===== src/rtl/launch_queue_nw.sv =====
// In-order dual-lane launch queue between decode and issue: up to two
// enqueues and two dequeues per cycle, occupancy output and a sticky error flag.
module launch_queue_nw #(
    parameter int DEPTH  = 8,
    parameter int DATA_W = 256,
    parameter int PTR_W  = $clog2(DEPTH)
) (
    input  logic                clk,
    input  logic                resetn,
    input  logic                flush_i,
    input  logic [1:0]          in_valid_i,
    input  logic [2*DATA_W-1:0] in_data_i,
    output logic                allowin_o,
    output logic [1:0]          out_valid_o,
    output logic [2*DATA_W-1:0] out_data_o,
    input  logic [1:0]          deq_cnt_i,
    output logic [PTR_W:0]      count_o,
    output logic                error_o
);

    localparam logic [PTR_W:0] ALLOW_MAX = (PTR_W+1)'(DEPTH - 2);

    logic [DATA_W-1:0] mem [DEPTH];
    logic [PTR_W-1:0]  head;
    logic [PTR_W-1:0]  tail;
    logic [PTR_W-1:0]  head_p1;
    logic [PTR_W-1:0]  tail_p1;
    logic [PTR_W:0]    count;
    logic              error;
    logic [1:0]        n_enq;
    logic [1:0]        n_deq;
    logic              enq_err;
    logic              deq_err;

    assign head_p1   = head + PTR_W'(1);
    assign tail_p1   = tail + PTR_W'(1);
    assign allowin_o = (count <= ALLOW_MAX);

    // Flush swallows both sides of the cycle, including their error cases.
    always_comb begin
        n_enq   = 2'd0;
        n_deq   = 2'd0;
        enq_err = 1'b0;
        deq_err = 1'b0;
        if (!flush_i) begin
            if (in_valid_i == 2'b10 || (in_valid_i != 2'b00 && !allowin_o)) begin
                enq_err = 1'b1;
            end else if (in_valid_i == 2'b01) begin
                n_enq = 2'd1;
            end else if (in_valid_i == 2'b11) begin
                n_enq = 2'd2;
            end
            if (deq_cnt_i == 2'd3 || (PTR_W+1)'(deq_cnt_i) > count) begin
                deq_err = 1'b1;
            end else begin
                n_deq = deq_cnt_i;
            end
        end
    end

    always_ff @(posedge clk or negedge resetn) begin
        if (!resetn) begin
            head  <= '0;
            tail  <= '0;
            count <= '0;
            error <= 1'b0;
        end else begin
            if (flush_i) begin
                head  <= '0;
                tail  <= '0;
                count <= '0;
            end else begin
                head  <= head + PTR_W'(n_deq);
                tail  <= tail + PTR_W'(n_enq);
                count <= count + (PTR_W+1)'(n_enq) - (PTR_W+1)'(n_deq);
            end
            if (enq_err || deq_err) begin
                error <= 1'b1;
            end
        end
    end

    // Payload storage carries no reset; validity is tracked by count alone.
    always_ff @(posedge clk) begin
        if (n_enq != 2'd0) begin
            mem[tail] <= in_data_i[DATA_W-1:0];
        end
        if (n_enq == 2'd2) begin
            mem[tail_p1] <= in_data_i[2*DATA_W-1:DATA_W];
        end
    end

    assign out_valid_o[0] = (count != '0);
    assign out_valid_o[1] = (count > (PTR_W+1)'(1));
    assign out_data_o     = {out_valid_o[1] ? mem[head_p1] : '0,
                             out_valid_o[0] ? mem[head]    : '0};
    assign count_o        = count;
    assign error_o        = error;

endmodule

===== config.mk =====
export PLATFORM = sky130hd
export DESIGN_NAME = launch_queue_nw
export DESIGN_NICKNAME = d
export VERILOG_FILES = /design/src/rtl/launch_queue_nw.sv
export SDC_FILE = /design/constraint.sdc
export NUM_CORES = 2
export LEC_CHECK = 0
export CORE_MARGIN = 3
export CORE_UTILIZATION = 55
export CTS_BUF_LIST = sky130_fd_sc_hd__clkbuf_16
export DETAILED_ROUTE_END_ITERATION = 16
export DONT_BUFFER_PORTS = 1
export HOLD_SLACK_MARGIN = 0.06
export PLACE_DENSITY = 0.77
export RECOVER_POWER = 50
export SETUP_SLACK_MARGIN = 0.1
export SLEW_MARGIN = 5
export SYNTH_ARGS = -nofsm -noshare
export SYNTH_HDL_FRONTEND = slang
export SYNTH_SLANG_ARGS = --single-unit

===== constraint.sdc =====
create_clock -name clk -period 32.9 [get_ports clk]
set_clock_uncertainty 0.15 [all_clocks]
set_input_delay 4.935 -clock clk [delete_from_list [all_inputs] [get_ports clk]]
set_output_delay 4.935 -clock clk [all_outputs]
set_load 0.05 [all_outputs]

==> flow_metrics.tcl <==
set metrics [dict create \
    run_status "finished, violations left" \
    violations "capacitance limit, slew limit" \
    initial_core_util_pct 55.5 \
    max_freq_ghz 0.0579 \
    timing.critical_path.required_ps 32970 \
    cts.sink_count 2059 \
    dr_drc_count 0 \
    globalplace.congestion 0.839 \
    power-per-cell-area_mw_per_mm2 65.7 \
    synth_nets 7661 \
    setup_repair_after_global_routing_missed_its_margin "false" \
    setup.worst_path.class "in -> reg" \
    postCtsSetupRepairBufs 0 \
    p_leak_nw 40.6 \
    pwr-share-seq_pct 36.2 \
    internal-power_mw 5.12 \
    synthCells 7125 \
    cts.reportedPaths.clkPinSlew_ps 60 \
    max-slew-margin-rel_pct -645 \
    drt_pass1_iterations 5 \
    avgRoutedWirePerCell_um 36.6 \
    power_switching_share_pct 39.2 \
    timing.critical_path.to_type "register" \
    clkPwrFrac_pct 28.6 \
    mostFrequentLayoutCells "sky130_fd_sc_hd__edfxtp_1 (2048), sky130_fd_sc_hd__mux2_2 (2045), sky130_fd_sc_hd__mux4_2 (1024), sky130_fd_sc_hd__nand2_1 (518), sky130_fd_sc_hd__nor2_1 (276)" \
    vdd.ir_drop.worst_mv 0.0751 \
    critical_path.startpoint "in_valid_i[0]" \
    min_delay_startpoint "tail[2]$_DFF_PN0_" \
    ys_seq_elements 2059 \
    num_cts_buffers 220 \
    std_cell_rows 169 \
    synth.lib_cells_used.distinct 34 \
    num_io_pins 1039 \
    holdBufCountCts 0 \
    timing.max_cap.violations 55 \
    share_of_final_layout_standard_cells_stronger_than_drive_strength_1_pct 50.3 \
    die_h_um 469 \
    grt-ovfl-total 0 \
    grt_antenna_before_repair 4 \
    via_count_of_the_first_global_routing_pass 74900 \
    clk_latency_ps 860 \
    portBuffers 0 \
    min-delay-path-class "reg -> reg" \
    areaGrowthSynthToFinish_pct 8.56 \
    coreArea_sq_mm 0.213 \
    routed-via-count 71800 \
    dpl_cell_area_sq_mm 0.122 \
    hpwl_detailed_um 212000 \
    timing.final.crit_share_pct 52.5 \
    synthFlopType "sky130_fd_sc_hd__edfxtp_1" \
    yosys_warnings 0 \
    post_cts.resized_instances 0 \
    power.combinational.fraction_pct 35.2 \
    cts_buffer_depth 3 \
    startpoint_type_of_the_worst_setup_path "input port" \
    synth_sequential_area_ratio_pct 52.3 \
    global_route_wire_length_before_repair_um 532000 \
    syn-cell-area_sq_mm 0.118 \
    final.setup.tns_ps 0 \
    async_reset_ff_share_pct 0.534 \
    groute.usage.overall_pct 32.9 \
    ant_nets 0 \
    grt_start_max_net_pins 143 \
    clock_tree.root_cell "sky130_fd_sc_hd__clkbuf_16" \
    viasPerCell 7.15 \
    stdcell_area_sq_mm 0.128 \
    synthesis.area_per_instance_sq_um 16.6 \
    number_of_flops_mapped_to_enable_cells_by_yosys 2048 \
    setup_viol_count_final 0 \
    wirelength_um 368000 \
    netSwitchingPower_mw 3.30 \
    cts-htree-levels 4 \
    arrival_ps 17330 \
    fp.dieW_um 469 \
    nNetsFinal 7567 \
    crit_path_max_fanout 96 \
    first_iter_violations 8464 \
    worst-slew-pin-transition_ps 11170 \
    cts_tree "yes" \
    die_area_sq_mm 0.220 \
    layout.cells.most_common "sky130_fd_sc_hd__edfxtp_1" \
    report.final.hold_viol_count 0 \
    finalMaxSlewViolations 2608 \
    rr_startpoint "count_o[2]$_DFF_PN0_" \
    layout_min_cycle_time_ps 17260 \
]
-- cell usage after synthesis, types with 4 or more instances --
library cell	number	area, sq um
sky130_fd_sc_hd__edfxtp_1	2048	61500
sky130_fd_sc_hd__mux2_2	2048	23100
sky130_fd_sc_hd__mux4_2	1024	23100
sky130_fd_sc_hd__nand2_1	518	1940
sky130_fd_sc_hd__buf_2	321	1610
sky130_fd_sc_hd__nor2_1	279	1050
sky130_fd_sc_hd__a21oi_1	263	1320
sky130_fd_sc_hd__mux2i_1	256	2560
sky130_fd_sc_hd__clkbuf_1	181	679
sky130_fd_sc_hd__buf_1	96	360
sky130_fd_sc_hd__inv_1	17	63.8
sky130_fd_sc_hd__ha_1	13	163
sky130_fd_sc_hd__dfrtp_1	11	275
sky130_fd_sc_hd__nor2b_1	7	43.8
sky130_fd_sc_hd__nand3_1	6	30.0
sky130_fd_sc_hd__xnor2_1	5	43.8
sky130_fd_sc_hd__fa_1	4	80.1
-- metrics by stage --
step	cells	hold slack (ps)	power (mW)	utilization, %	setup slack, ps
2_1_floorplan	7125	459	5.32	-	15800
5_1_grt	10000	722	8.63	60.2	15420
6_report	10000	649	8.41	60.2	15640
3_3_place_gp	9630	600	6.00	57.2	20540
4_1_cts	10000	642	8.40	60.4	19560
3_5_place_dp	9630	632	6.02	57.2	20500
-- flip-flops by register name, indices dropped and copies added (netlist names) --
signal and cells:
mem 2048, error_o 1, tail 3, count_o 4
head 3
-- cells by family (layout without fill, tap and decap cells) --
| kind of cell | Yosys count | in the layout | share of synthesized area, % |
|---|---|---|---|
| buffers and inverters | 615 | 711 | 2.30 |
| and+or+nand+nor | 825 | 825 | 2.69 |
| muxes | 3328 | 3328 | 41.2 |
| adders and majority gates | 17 | 17 | 0.206 |
| other | 0 | 2 | 0 |
| xor gates and xnor gates | 8 | 8 | 0.0594 |
| DFF | 2059 | 2059 | 52.3 |
| AOI/OAI and AO/OA | 273 | 273 | 1.18 |
-- final timing paths --
kind	slack, ps	endpoint	cells after the start
worst max register to register	18140	mem[3][158]$_DFFE_PP_	7
worst min register to register	650	tail[2]$_DFF_PN0_	2
worst min-delay path	650	tail[2]$_DFF_PN0_	2
min in group asynchronous	3620	count_o[0]$_DFF_PN0_	0
worst max-delay path	15640	mem[3][158]$_DFFE_PP_	6
max in group asynchronous	28840	head[2]$_DFF_PN0_	0
-- per-layer routing --
layer  GRT usage, %  vias up  routed length [um]
li1               -    28800                   -
met1           40.8    37400              126000
met2           52.3     4630              175000
met3           11.3      913               47900
met4           15.5        0               19400
met5              0        -                   0
-- power by group through the flow --
stage                     Clock [mW]  Combinational [mW]  Sequential, mW
after floorplan                    0                2.22            3.10
after global placement             0                2.91            3.08
after detailed placement           0                2.93            3.09
after CTS                       2.43                2.94            3.04
after global routing            2.54                3.05            3.05
final                           2.41                2.96            3.04
-- worst max-delay path, stage by stage --
cell and delay [ps]:
sky130_fd_sc_hd__inv_1 50, sky130_fd_sc_hd__nor2_1 170, sky130_fd_sc_hd__nand2_1 280, sky130_fd_sc_hd__nor2_1 230, sky130_fd_sc_hd__clkbuf_1 5270, sky130_fd_sc_hd__clkbuf_1 6050
-- cell type report --
class | count | area, sq um
clock buffer | 226 | 5660
timing repair buffer | 282 | 2150
multi-input combinational | 4451 | 53700
fill | 15600 | 84600
sequential | 2059 | 61800
tap | 2821 | 3530
clock inverter | 186 | 1290
antenna | 2 | 5.00
inverter | 17 | 63.8
Note: power is estimated with default switching activity, not from simulation.
